File: config.mk
export PLATFORM = sky130hd
export DESIGN_NAME = prog_clk_div_flat
export DESIGN_NICKNAME = d
export VERILOG_FILES = /design/src/rtl/prog_clk_div_if.sv /design/src/rtl/prog_clk_div.sv /design/src/flat_wrapper.sv
export SDC_FILE = /design/constraint.sdc
export NUM_CORES = 1
export LEC_CHECK = 0
export ABC_AREA = 0
export CAP_MARGIN = 20
export CORE_MARGIN = 3
export CORE_UTILIZATION = 30
export CTS_BUF_LIST = sky130_fd_sc_hd__clkbuf_8
export DETAILED_ROUTE_END_ITERATION = 16
export PLACE_DENSITY_LB_ADDON = 0.3
export SLEW_MARGIN = 20
export SYNTH_ARGS = -nofsm -noshare
export SYNTH_HDL_FRONTEND = slang
export SYNTH_SLANG_ARGS = --single-unit
File: constraint.sdc
create_clock -name clk -period 3 [get_ports clk]
set_clock_uncertainty 0.1 [all_clocks]
set_input_delay 0.3 -clock clk [delete_from_list [all_inputs] [get_ports clk]]
set_output_delay 0.3 -clock clk [all_outputs]
set_load 0.01 [all_outputs]
File: src/rtl/prog_clk_div_if.sv
// Ratio-update handshake between the control stage and prog_clk_div.
// The ratio width defaults to the DATA_WIDTH macro, or 8 if DATA_WIDTH is not defined.
`ifndef DATA_WIDTH
`define DATA_WIDTH 8
`endif

interface prog_clk_div_if #(
  parameter int WIDTH = `DATA_WIDTH
);
  logic [WIDTH-1:0] div_ratio;
  logic             ratio_valid;
  logic             ratio_ready;

  modport master (output div_ratio, output ratio_valid, input ratio_ready);
  modport slave  (input div_ratio, input ratio_valid, output ratio_ready);
endinterface

File: src/rtl/prog_clk_div.sv
// Programmable glitch-free divider: clk_out = clk / (2*N). New ratios take effect only at the
// high-to-low period boundary. Optional PROG_CLK_DIV_PERIOD_CNT_EN adds the period_count output.
`ifndef DATA_WIDTH
`define DATA_WIDTH 8
`endif

module prog_clk_div #(
  parameter int WIDTH = `DATA_WIDTH
) (
  input  logic             clk,
  input  logic             reset,
  prog_clk_div_if.slave    rif,
  output logic             clk_out,
  output logic             tick,
  output logic             running,
  output logic [WIDTH-1:0] active_ratio
`ifdef PROG_CLK_DIV_PERIOD_CNT_EN
  ,
  output logic [15:0]      period_count
`endif
);

  localparam logic [1:0] ST_STOPPED  = 2'd0;
  localparam logic [1:0] ST_RUN_LOW  = 2'd1;
  localparam logic [1:0] ST_RUN_HIGH = 2'd2;

  logic [1:0]       state_q, state_d;
  logic [WIDTH-1:0] cnt_q, cnt_d;
  logic [WIDTH-1:0] active_q, active_d;
  logic [WIDTH-1:0] pend_q, pend_d;
  logic             pend_full_q, pend_full_d;
  logic             clk_out_q, clk_out_d;
  logic             tick_q, tick_d;
  logic             running_q;
  logic             at_end;
  logic             accept;
  logic             apply;

  assign rif.ratio_ready = !pend_full_q;
  assign accept          = rif.ratio_valid && !pend_full_q;
  assign at_end          = (cnt_q == active_q - WIDTH'(1));

  always_comb begin
    state_d     = state_q;
    cnt_d       = cnt_q;
    active_d    = active_q;
    pend_d      = pend_q;
    pend_full_d = pend_full_q;
    clk_out_d   = clk_out_q;
    tick_d      = 1'b0;
    apply       = 1'b0;

    case (state_q)
      ST_STOPPED: begin
        clk_out_d = 1'b0;
        cnt_d     = '0;
        apply     = pend_full_q;
      end
      ST_RUN_LOW: begin
        if (at_end) begin
          cnt_d     = '0;
          clk_out_d = 1'b1;
          tick_d    = 1'b1;
          state_d   = ST_RUN_HIGH;
        end else begin
          cnt_d = cnt_q + WIDTH'(1);
        end
      end
      ST_RUN_HIGH: begin
        if (at_end) begin
          cnt_d     = '0;
          clk_out_d = 1'b0;
          state_d   = ST_RUN_LOW;
          apply     = pend_full_q;
        end else begin
          cnt_d = cnt_q + WIDTH'(1);
        end
      end
      default: begin
        state_d   = ST_STOPPED;
        cnt_d     = '0;
        clk_out_d = 1'b0;
      end
    endcase

    // Apply and accept are mutually exclusive: accept needs an empty pending slot.
    if (apply) begin
      active_d    = pend_q;
      pend_full_d = 1'b0;
      cnt_d       = '0;
      state_d     = (pend_q != '0) ? ST_RUN_LOW : ST_STOPPED;
    end else if (accept) begin
      pend_d      = rif.div_ratio;
      pend_full_d = 1'b1;
    end
  end

  always_ff @(posedge clk) begin
    if (reset) begin
      state_q     <= ST_STOPPED;
      cnt_q       <= '0;
      active_q    <= '0;
      pend_q      <= '0;
      pend_full_q <= 1'b0;
      clk_out_q   <= 1'b0;
      tick_q      <= 1'b0;
      running_q   <= 1'b0;
    end else begin
      state_q     <= state_d;
      cnt_q       <= cnt_d;
      active_q    <= active_d;
      pend_q      <= pend_d;
      pend_full_q <= pend_full_d;
      clk_out_q   <= clk_out_d;
      tick_q      <= tick_d;
      running_q   <= (active_d != '0);
    end
  end

  assign clk_out      = clk_out_q;
  assign tick         = tick_q;
  assign running      = running_q;
  assign active_ratio = active_q;

`ifdef PROG_CLK_DIV_PERIOD_CNT_EN
  logic [15:0] pcnt_q, pcnt_d;
  logic        boundary;

  assign boundary = (state_q == ST_RUN_HIGH) && at_end;

  // A ratio apply restarts the count even when it lands on a boundary.
  always_comb begin
    pcnt_d = pcnt_q;
    if (apply)         pcnt_d = '0;
    else if (boundary) pcnt_d = pcnt_q + 16'd1;
  end

  always_ff @(posedge clk) begin
    if (reset) pcnt_q <= '0;
    else       pcnt_q <= pcnt_d;
  end

  assign period_count = pcnt_q;
`endif

endmodule

File: src/flat_wrapper.sv
// flat-port wrapper written by rule: the top's interface ports become plain ports
module prog_clk_div_flat 
#(
  parameter int WIDTH = `DATA_WIDTH
)
  (clk, reset, clk_out, tick, running, active_ratio, rif_div_ratio, rif_ratio_valid, rif_ratio_ready);
  prog_clk_div_if #(.WIDTH(WIDTH)) rif_i ();
  input  logic clk;
  input  logic reset;
  output logic clk_out;
  output logic tick;
  output logic running;
  output logic [WIDTH-1:0] active_ratio;
  input wire logic [$bits(rif_i.div_ratio)-1:0] rif_div_ratio;
  input wire logic [$bits(rif_i.ratio_valid)-1:0] rif_ratio_valid;
  output wire logic [$bits(rif_i.ratio_ready)-1:0] rif_ratio_ready;
  assign rif_i.div_ratio = rif_div_ratio;
  assign rif_i.ratio_valid = rif_ratio_valid;
  assign rif_ratio_ready = rif_i.ratio_ready;
  prog_clk_div #(.WIDTH(WIDTH)) u_core (.clk(clk), .reset(reset), .rif(rif_i), .clk_out(clk_out), .tick(tick), .running(running), .active_ratio(active_ratio));
endmodule
Yosys cells after proc, flatten, opt, wreduce, memory -nomap -nowiden. Cells that the tools add are included.

Register bits: 30. Input bits: 11.

Add/subtract/negate cells: 2. Equality and inequality tests: 8. Mux-type cells: 12. Bitwise logic cells: 3. Reduce and logical (&&, ||, !) cells: 12.

Operators with widths (number): 8-bit nonzero test (2); 8-bit by 1-bit adder with 8-bit output, second input constant (1); 8-bit == test (1); 8-bit 2-to-1 mux (1); 8-bit by 1-bit subtractor with 8-bit output, second input constant (1); 2-bit 2-to-1 mux (3); 2-bit by 1-bit != test with 1-bit output, second input constant (3); 3-bit by 1-bit != test with 1-bit output, second input constant (2); 2-bit one-hot mux with 3 select lines (1); 2-bit OR reduction (3); 1-bit 2-to-1 mux (5); 1-bit one-hot mux with 2 select lines (2); 2-bit AND reduction (2); 4-bit OR reduction (1); 1-bit inverter (3); 3-bit AND reduction (1); 2-bit by 1-bit == test with 1-bit output, second input constant (1); 2-bit == test, second input constant (1); 2-bit zero test (1); 1-bit logical AND (1); 1-bit zero test (1).

Longest topological paths before layout. Gate-level depths: netlist (run 1).

Word-level depth: 6. Depth in mapped cells: 8. Depth with buffers taken out: 7.

Least setup slack after synthesis (run 1). No wires, ideal clock.

Path type: register to register. Start: register u_core.active_q[0] (netlist: u_core.active_ratio[0]). End: register u_core.active_q[4] (netlist: u_core.active_ratio[4]). Arrival: 2.176 ns. Data required time: 2.768 ns. Slack: 0.592 ns. Stages on the path, launching flop included: 9. Period minus slack after synthesis: 2.408 ns. Path through: dfxtp_1 > inv_1 > ha_1 > or3_1 > a31o_1 > or4_1 > buf_6 > nand3_1 > a21oi_1.

Longest elaborated chain between the ends: 5.

Ends and longest elaborated chain: from (decl) (line prog_clk_div.sv:29) `logic [WIDTH-1:0] active_q, active_d;`; from (signal assigned) (line prog_clk_div.sv:111) `active_q <= active_d;`; 8-bit by 1-bit subtractor with 8-bit output (line prog_clk_div.sv:41) `assign at_end = (cnt_q == active_q - WIDTH'(1));`; 8-bit == test (line prog_clk_div.sv:41); 1-bit 2-to-1 mux (line prog_clk_div.sv:70) `if (at_end) begin`; 1-bit one-hot mux with 2 select lines (line prog_clk_div.sv:53) `case (state_q)`; 8-bit 2-to-1 mux (line prog_clk_div.sv:87) `if (apply) begin`.

Every way passes these cells. A chain may end at the register's enable or synchronous reset.

Worst setup path in the final report (run 1). Same ends and word-level chain as after synthesis.

==> metrics.md, run 1 <==
| Metric | Value |
|---|---|
| Clock sinks | 30 |
| Crit. Startpoint | u_core.active_ratio[0] |
| CP arrival | 2670 ps |
| Syn-to-layout area delta | 24.7% |
| NumNets Final | 217 |
| Yosys cell types | 36 |
| # IOs | 23 |
| DR pass1 iterations | 4 |
| Final Cycle Share | 87.0% |
| Synth Instances | 173 |
| Drt initial violations | 48 |
| Synthesized cell area | 1540 um^2 |
| Clock Tree Buf Depth | 2 |
| Worst skew pair latency | 280 ps |
| Max FO, Critical Path | 9 |
| Status | complete, no violations |
| MaxCap Viol Count | 0 |
| Async SR Flop Fraction | 0% |
| Total GRT Usage | 11.9% |
| Hold_sp | u_core.pend_q[6] |
| Post-synth top flop | dfxtp_1 |
| Post_cts resized | 0 |
| Unrepaired setup endpoints after global routing | no |
| Initial Utilization | 31.8% |
| Hold Crit Depth | 2 |
| Post-layout instance area | 1920 um^2 |
| Worst Path Required | 3060 ps |
| Slew margin rel. | 63.1% |
| Total gr overflow | 0 |
| Worst-path clk slew | 70 ps |
| # port buffers | 22 |
| Yosys warns | 0 |
| Fill cells | 491 |
| Total power | 0.903 mW |
| Post-cts hold buffer count | 0 |
| Die Area | 6030 um^2 |
| Setup TNS | 0 ps |
| Vias | 1,304 |
| Post-DP HPWL | 2.53 mm |
| Post-CTS Setup Inserts | 0 |
| Vias in the first global route | 1,182 |
| Sequential share of the synthesized area | 39.0% |
| Critical path endpoint category | flip-flop |
| Detailed-route vias per instance | 4.88 |
| Initial antenna violation count | 0 |
| Syn_nets | 191 |
| Peak VDD IR | 0.243 mV |
| Die extent in x | 77.7 um |
| Pwr/cell area | 470 nW/um^2 |
| R2R depth | 7 |
| Layout cells sized above 1 | 7.00% |
| Yosys reg bits | 30 |
| Post-synth EDFFs | 0 |
| Hold Path Class | flip-flop to flip-flop |
| Syn_area_per_cell | 8.90 um^2 |
| Leak Pwr | 0.780 nW |
| First-pass GRT wire length | 5.78 mm |
| Drt total wl | 3.43 mm |
| Post-route ant nets | 0 |
| Critical setup path kind | flip-flop to flip-flop |
| Largest net degree at the start of global routing | 23 |
| CTS tree | built |
| Fmax | 383 MHz |
| Num rows | 25 |
| Root Driver | clkbuf_8 |
| Min Tclk post-route | 2610 ps |
| Final setup fails | 0 |
| Final RePlAce weighted congestion | 0.753 |
| Fin. Hold Viols | 0 |
| CTS Buf Count | 5 |
| Crit path launch type | flip-flop |
| Pin slew with the least headroom to its limit | 552 ps |
| # diodes | 0 |
| Die height | 77.7 um |
| Wirelength per Cell | 12.8 um |
| Worst R2R Start | u_core.active_ratio[0] |
| Placed cell area | 1830 um^2 |
| Post-route DRC | 0 |
| Core box area | 4850 um^2 |
| H-tree levels | 2 |
| Slew Viols, Final | 0 |
## power breakdown
| part | total (mW) | switching (mW) | internal [mW] |
|---|---|---|---|
| Combinational | 0.123 | 0.0620 | 0.0613 |
| Clock | 0.351 | 0.167 | 0.184 |
| Sequential | 0.429 | 0.0151 | 0.413 |
## layer usage
layer | track usage (%) | routed length, um
met1 | 16.6 | 1780
met5 | 0 | 0
met4 | 4.27 | 42
met3 | 2.67 | 136
met2 | 17.8 | 1470
## area by class of cell
cell class	count	area, um^2	share of cell area (%)
Clock buffer	6	82.6	4.30
Timing Repair Buffer	24	235	12.2
Multi-Input combinational cell	131	880	45.8
Tap cell	67	83.8	4.36
Sequential cell	30	601	31.3
Inverter	7	26.3	1.37
Clock inverter	2	12.5	0.651
## final timing paths
| check | slack, ps | endpoint |
|---|---|---|
| worst max-delay path | 390 | u_core.active_ratio[4] |
| worst min-delay path | 390 | u_core.active_ratio[6] |
| worst max register to register | 390 | u_core.active_ratio[4] |
| worst min register to register | 390 | u_core.active_ratio[6] |
## state kept, by name, indices dropped and copies added (netlist names)
name	cells
u_core.active_ratio	8
u_core.clk_out	1
u_core.cnt_q	8
u_core.pend_full_q	1
u_core.pend_q	8
u_core.running	1
u_core.state_q	2
u_core.tick	1
## cells in the final DEF (no fill, tap or decap), types with 2 or more instances in the layout
cell type and instances:
nand2_1 2, dfxtp_1 30, clkbuf_8 6, a31oi_1 3
nor2b_1 3, xnor2_1 3, inv_1 7, nand3_1 14
nor2_1 22, and3_1 5, mux2i_1 10, clkdlybuf4s50_1 22
o21ai_0 9, a21oi_1 13, xor2_1 11, or4_1 3
buf_4 2, ha_1 7, nand2b_1 3, nor3_1 6
## cell usage after synthesis (2+ instances only)
cell type	n	area [um^2]
and3_1	5	31.3
mux2i_1	10	100
or4_1	3	22.5
nor3_1	6	30.0
xnor2_1	3	26.3
a21oi_1	13	65.1
ha_1	7	87.6
dfxtp_1	30	601
clkbuf_1	3	11.3
nand3_1	14	70.1
nor2b_1	3	18.8
xor2_1	11	96.3
nor2_1	22	82.6
buf_6	2	22.5
nand2b_1	3	18.8
inv_1	7	26.3
o21ai_0	9	45.0
nand2_1	2	7.51
a31oi_1	3	18.8
## cell families (layout without fill, tap and decap cells)
kind of cell / Yosys count / count (layout) / synth area share [%]
xor gates and xnor gates: 14 / 14 / 7.96
muxes: 10 / 10 / 6.50
DFF: 30 / 30 / 39.0
buffers and inverters: 12 / 39 / 3.90
AOI/OAI and AO/OA: 34 / 34 / 13.4
adders and majority gates: 7 / 7 / 5.69
and+or+nand+nor: 66 / 66 / 23.6
## stage by stage
step / utilization [%] / hold WS, ps / setup slack (ps) / instances
after floorplan: - / 348 / 592 / 173
after global placement: 37.7 / 380 / 451 / 259
after detailed placement: 37.7 / 384 / 428 / 259
after CTS: 39.6 / 396 / 389 / 267
after global routing: 39.6 / 409 / 236 / 267
final: 39.6 / 394 / 389 / 267
## worst max-delay path, cell delays in order, from the launching register on
cell and delay (ps):
dfxtp_1 450, inv_1 70, ha_1 240, or3_1 400, a31o_1 270, or4_1 720
nand3_1 170, a21oi_1 70
(Power assumes the default switching activity.)
==> run 2: changes to the inputs <==
PLACE_DENSITY_LB_ADDON = unset   (was 0.3)
==> run 2 against run 1 <==
Effect of this change: setup slack worse by 3.1 ps; register-to-register slack about the same; hold slack lost 2.8 ps; clock-buffer cell count unchanged.
==> metrics.md, run 2 (synthesis gave the netlist of run 1 again) <==
| Metric | Value |
|---|---|
| Post-CTS Setup Inserts | 0 |
| Slew margin rel. | 63.2% |
| R2R depth | 7 |
| Syn-to-layout area delta | 24.7% |
| Largest net degree at the start of global routing | 16 |
| CTS Buf Count | 5 |
| Worst setup endpoint | u_core.active_ratio[0] |
| Die Area | 6030 um^2 |
| Wirelength per Cell | 13.0 um |
| Critical setup path kind | flip-flop to flip-flop |
| Setup TNS | 0 ps |
| Reg-to-reg setup timing slack | 390 ps |
| Critical path endpoint category | flip-flop |
| Status | complete, no violations |
| CP cell instances | inv_1, ha_1, or3_1, a31o_1, or4_1, nand3_1, a21oi_1 |
| Leak Pwr | 0.780 nW |
| Post-route DRC | 0 |
| CP arrival | 2670 ps |
| Slew Viols, Final | 0 |
| Worst skew pair latency | 280 ps |
| Slowest-stage cell, CP | or4_1 |
| Hold_sp | u_core.pend_q[4] |
| Initial Utilization | 31.8% |
| Worst reg2reg path endpoint | u_core.active_ratio[0] |
| # IOs | 23 |
| Crit path launch type | flip-flop |
| Num rows | 25 |
| Peak VDD IR | 0.225 mV |
| Fmax | 383 MHz |
| Drt total wl | 3.48 mm |
| H-tree levels | 2 |
| First-pass GRT wire length | 6.02 mm |
| Vias | 1,297 |
| Fin cells | 267 |
| MaxCap Viol Count | 0 |
| Fin. Hold Viols | 0 |
| Core box area | 4850 um^2 |
| Post-cts hold buffer count | 0 |
| Initial antenna violation count | 0 |
| Worst R2R Start | u_core.active_ratio[0] |
| Commonest non-fill, non-tap cell in the layout | dfxtp_1 |
| Crit. path cell count | 7 |
| Final Cycle Share | 87.1% |
| Worst-path clk slew | 70 ps |
| Pin slew with the least headroom to its limit | 550 ps |
| Fill cells | 501 |
| Clock sinks | 30 |
| Die height | 77.7 um |
| Unrepaired setup endpoints after global routing | no |
| Min Tclk post-route | 2610 ps |
| CP top delay family | simple AND/OR/NAND/NOR gates |
| Post_cts resized | 0 |
| Crit path buf inv count | 1 |
| Max FO, Critical Path | 9 |
| Final RePlAce weighted congestion | 0.797 |
| # diodes | 0 |
| DR pass1 iterations | 4 |
| Final setup fails | 0 |
| Post-DP HPWL | 2.59 mm |
| Worst Path Required | 3060 ps |
| Hold Path Class | flip-flop to flip-flop |
| Most frequent cells in the layout | dfxtp_1, nor2_1, clkdlybuf4s50_1, nand3_1, a21oi_1 |
| DP Cell Count | 259 |
| # port buffers | 22 |
| NumNets Final | 217 |
| Clock Tree Buf Depth | 2 |
| Pwr/cell area | 467 nW/um^2 |
| Vias in the first global route | 1,259 |
| Root Driver | clkbuf_8 |
| Total GRT Usage | 12.4% |
| Die extent in x | 77.7 um |
| Post-route ant nets | 0 |
| Crit. Startpoint | u_core.active_ratio[0] |
| CTS tree | built |
| Detailed-route vias per instance | 4.86 |
| Total gr overflow | 0 |
| Layout cells sized above 1 | 7.00% |
| Drt initial violations | 62 |
| Slowest stage delay, CP | 710 ps |
## run 2: cell counts in the layout (fill, tap and decap cells not counted)
No cell type changed its count.
## run 2: stage by stage
step	worst slack [ps]	instance area, um^2	hold slack, ps	total power, mW	util, %
finish	386	1920	391	0.896	39.6
global route	265	1920	429	0.947	39.6
detailed placement	403	1830	386	0.563	37.7
CTS	383	1920	395	0.907	39.6
floorplan	592	1540	348	0.515	-
global placement	448	1830	382	0.561	37.7
## run 2: cell type report
class | count | area (um^2) | share of cell area (%)
repair buffers | 24 | 235 | 12.2
well taps | 67 | 83.8 | 4.36
clock inverters | 2 | 12.5 | 0.651
clock buffers | 6 | 82.6 | 4.30
inverters | 7 | 26.3 | 1.37
multi-input cells | 131 | 880 | 45.8
flip-flops and latches | 30 | 601 | 31.3
## run 2: worst min-delay path by stage
stage | endpoint | slack [ps] | depth (start not counted)
finish | u_core.active_ratio[4] | 390 | 2
global route | u_core.active_ratio[3] | 430 | 2
CTS | u_core.active_ratio[4] | 400 | 2
detailed placement | u_core.active_ratio[6] | 390 | 2
global placement | u_core.active_ratio[5] | 380 | 2
floorplan | u_core.pend_q[0] | 350 | 2
## run 2: report_power, final
group          internal (mW)  switching, mW
Combinational         0.0614         0.0634
Clock                  0.184          0.158
Sequential             0.413         0.0156
## run 2: layer usage
metal  up-vias  part of all wire (%)  global-route usage [%]  wire (um)
met5         -                     0                       0          0
met4         0                  0.35                    3.74         12
met3         2                   5.5                    4.18        191
met2        30                    44                    18.3       1520
met1       597                    50                    17.0       1750
li1        668                     -                       -          -
## run 2: worst register-to-register path: stages (launching register included)
cell     delay (ps)
dfxtp_1         460
inv_1            80
ha_1            250
or3_1           400
a31o_1          270
or4_1           710
nand3_1         170
a21oi_1          70
==> RTL edit (settings of run 1) <==
The macro `DATA_WIDTH` goes from 8 to 9. Comments in the files are not updated.
--- a/src/rtl/prog_clk_div_if.sv
+++ b/src/rtl/prog_clk_div_if.sv
@@ -1,7 +1,7 @@
 // Ratio-update handshake between the control stage and prog_clk_div.
 // The ratio width defaults to the DATA_WIDTH macro, or 8 if DATA_WIDTH is not defined.
 `ifndef DATA_WIDTH
-`define DATA_WIDTH 8
+`define DATA_WIDTH 9
 `endif
 
 interface prog_clk_div_if #(
Interface: changed (resized active_ratio and rif_div_ratio); port bits go from 23 to 25. No check against the original RTL was run, so the function may have changed too.
==> RTL edit against run 1 <==
  * Sequential power grew 9.6%
  * Wire length grew 23%
  * Clock power shrank 8.0%
  * Global-route usage grew 0.74 points
  * Area after synthesis grew 16%
  * Hold slack lost 23 ps
  * Cell area grew 16%
  * Cell count grew 16%
  * Power grew 4.7%
  * Setup slack lost 130 ps
  * Synthesized cell count grew 20%
  * Sequential cell count grew 3
  * Critical endpoint is now u_core.running$_SDFF_PP0_
==> RTL edit: results (changes against run 1) <==
status complete, no violations; DP Area 0.00213 mm^2 (+17%); pin count of the biggest net entering global routing 22 (-4.3%); syn nets 226 (+18%); seq pwr 470 uW (+9.6%); Placed Instances 301 (+16%); Int Pwr 682 uW (+3.4%); GRT Overall Usage 12.6% (+0.74 points); crit path DAT 2850 ps (+180 ps); Crit path largest cell delay 560 ps (-160 ps); Seq/Total Area, Yosys 37.1% (-1.9 points); Avg WL per Cell 13.7 um (+6.4%); layout cells sized above 1 10.1% (+3.1 points); Clock Power 323 uW (-8.0%); GRT met3 Usage 3.27% (+0.61 points); DP Wirelength 3130 um (+24%); Sw Share 27.9% (+0.88 points); Worst Hold Launch u_core.pend_q[8]$_SDFFE_PP0P_; Place WS 216 ps (-213 ps); Yosys cell types 42 (+17%); Post-Synthesis Cells 207 (+20%); Final GP Congestion 0.855 (+14%); worst-path maximum fanout 10 (+1); relative slew slack 60.3% (-2.7 points); worst reg-to-reg setup slack 260 ps (-130 ps)
-- RTL edit: worst max-delay path by stage --
stage,start,end,slack [ps]
3_3_place_gp,u_core.active_ratio[0]$_SDFF_PP0_,u_core.running$_SDFF_PP0_,310
6_report,u_core.active_ratio[0]$_SDFF_PP0_,u_core.running$_SDFF_PP0_,260
3_5_place_dp,u_core.active_ratio[0]$_SDFF_PP0_,u_core.cnt_q[3]$_SDFF_PP0_,220
4_1_cts,u_core.active_ratio[0]$_SDFF_PP0_,u_core.cnt_q[3]$_SDFF_PP0_,190
2_1_floorplan,u_core.active_ratio[0]$_SDFF_PP0_,u_core.active_ratio[0]$_SDFF_PP0_,410
5_1_grt,u_core.active_ratio[0]$_SDFF_PP0_,u_core.running$_SDFF_PP0_,30
-- RTL edit: final cells by class --
cell class	count	area, um^2
clock inverter	3	13.8
inverter	11	41.3
sequential	33	661
fill	567	3420
timing repair buffer	32	300
tap	72	90.1
multi-input combinational	153	1050
clock buffer	5	68.8
-- RTL edit: logic make-up (layout without fill, tap and decap cells) --
| logic type | count (synthesis) | after routing | synth area share (%) |
|---|---|---|---|
| AOI/OAI and AO/OA | 62 | 62 | 25.2 |
| xor gates and xnor gates | 17 | 17 | 9.19 |
| adders and majority gates | 7 | 7 | 4.91 |
| buffers and inverters | 21 | 51 | 4.63 |
| DFF | 33 | 33 | 37.1 |
| and+or+nand+nor | 67 | 67 | 19.0 |
-- RTL edit: worst register-to-register path, cell delays in order (launching register included) --
cell,delay (ps)
dfxtp_1,360
or4_4,550
or4_1,560
o311a_1,190
a2111oi_4,370
buf_4,230
o21ai_2,90
a31oi_1,210
-- RTL edit: metal layers --
metal  vias up  wire [um]
met5         -          0
met4         0         89
met3        11        208
met2        52       1860
met1       734       2060
li1        814          -
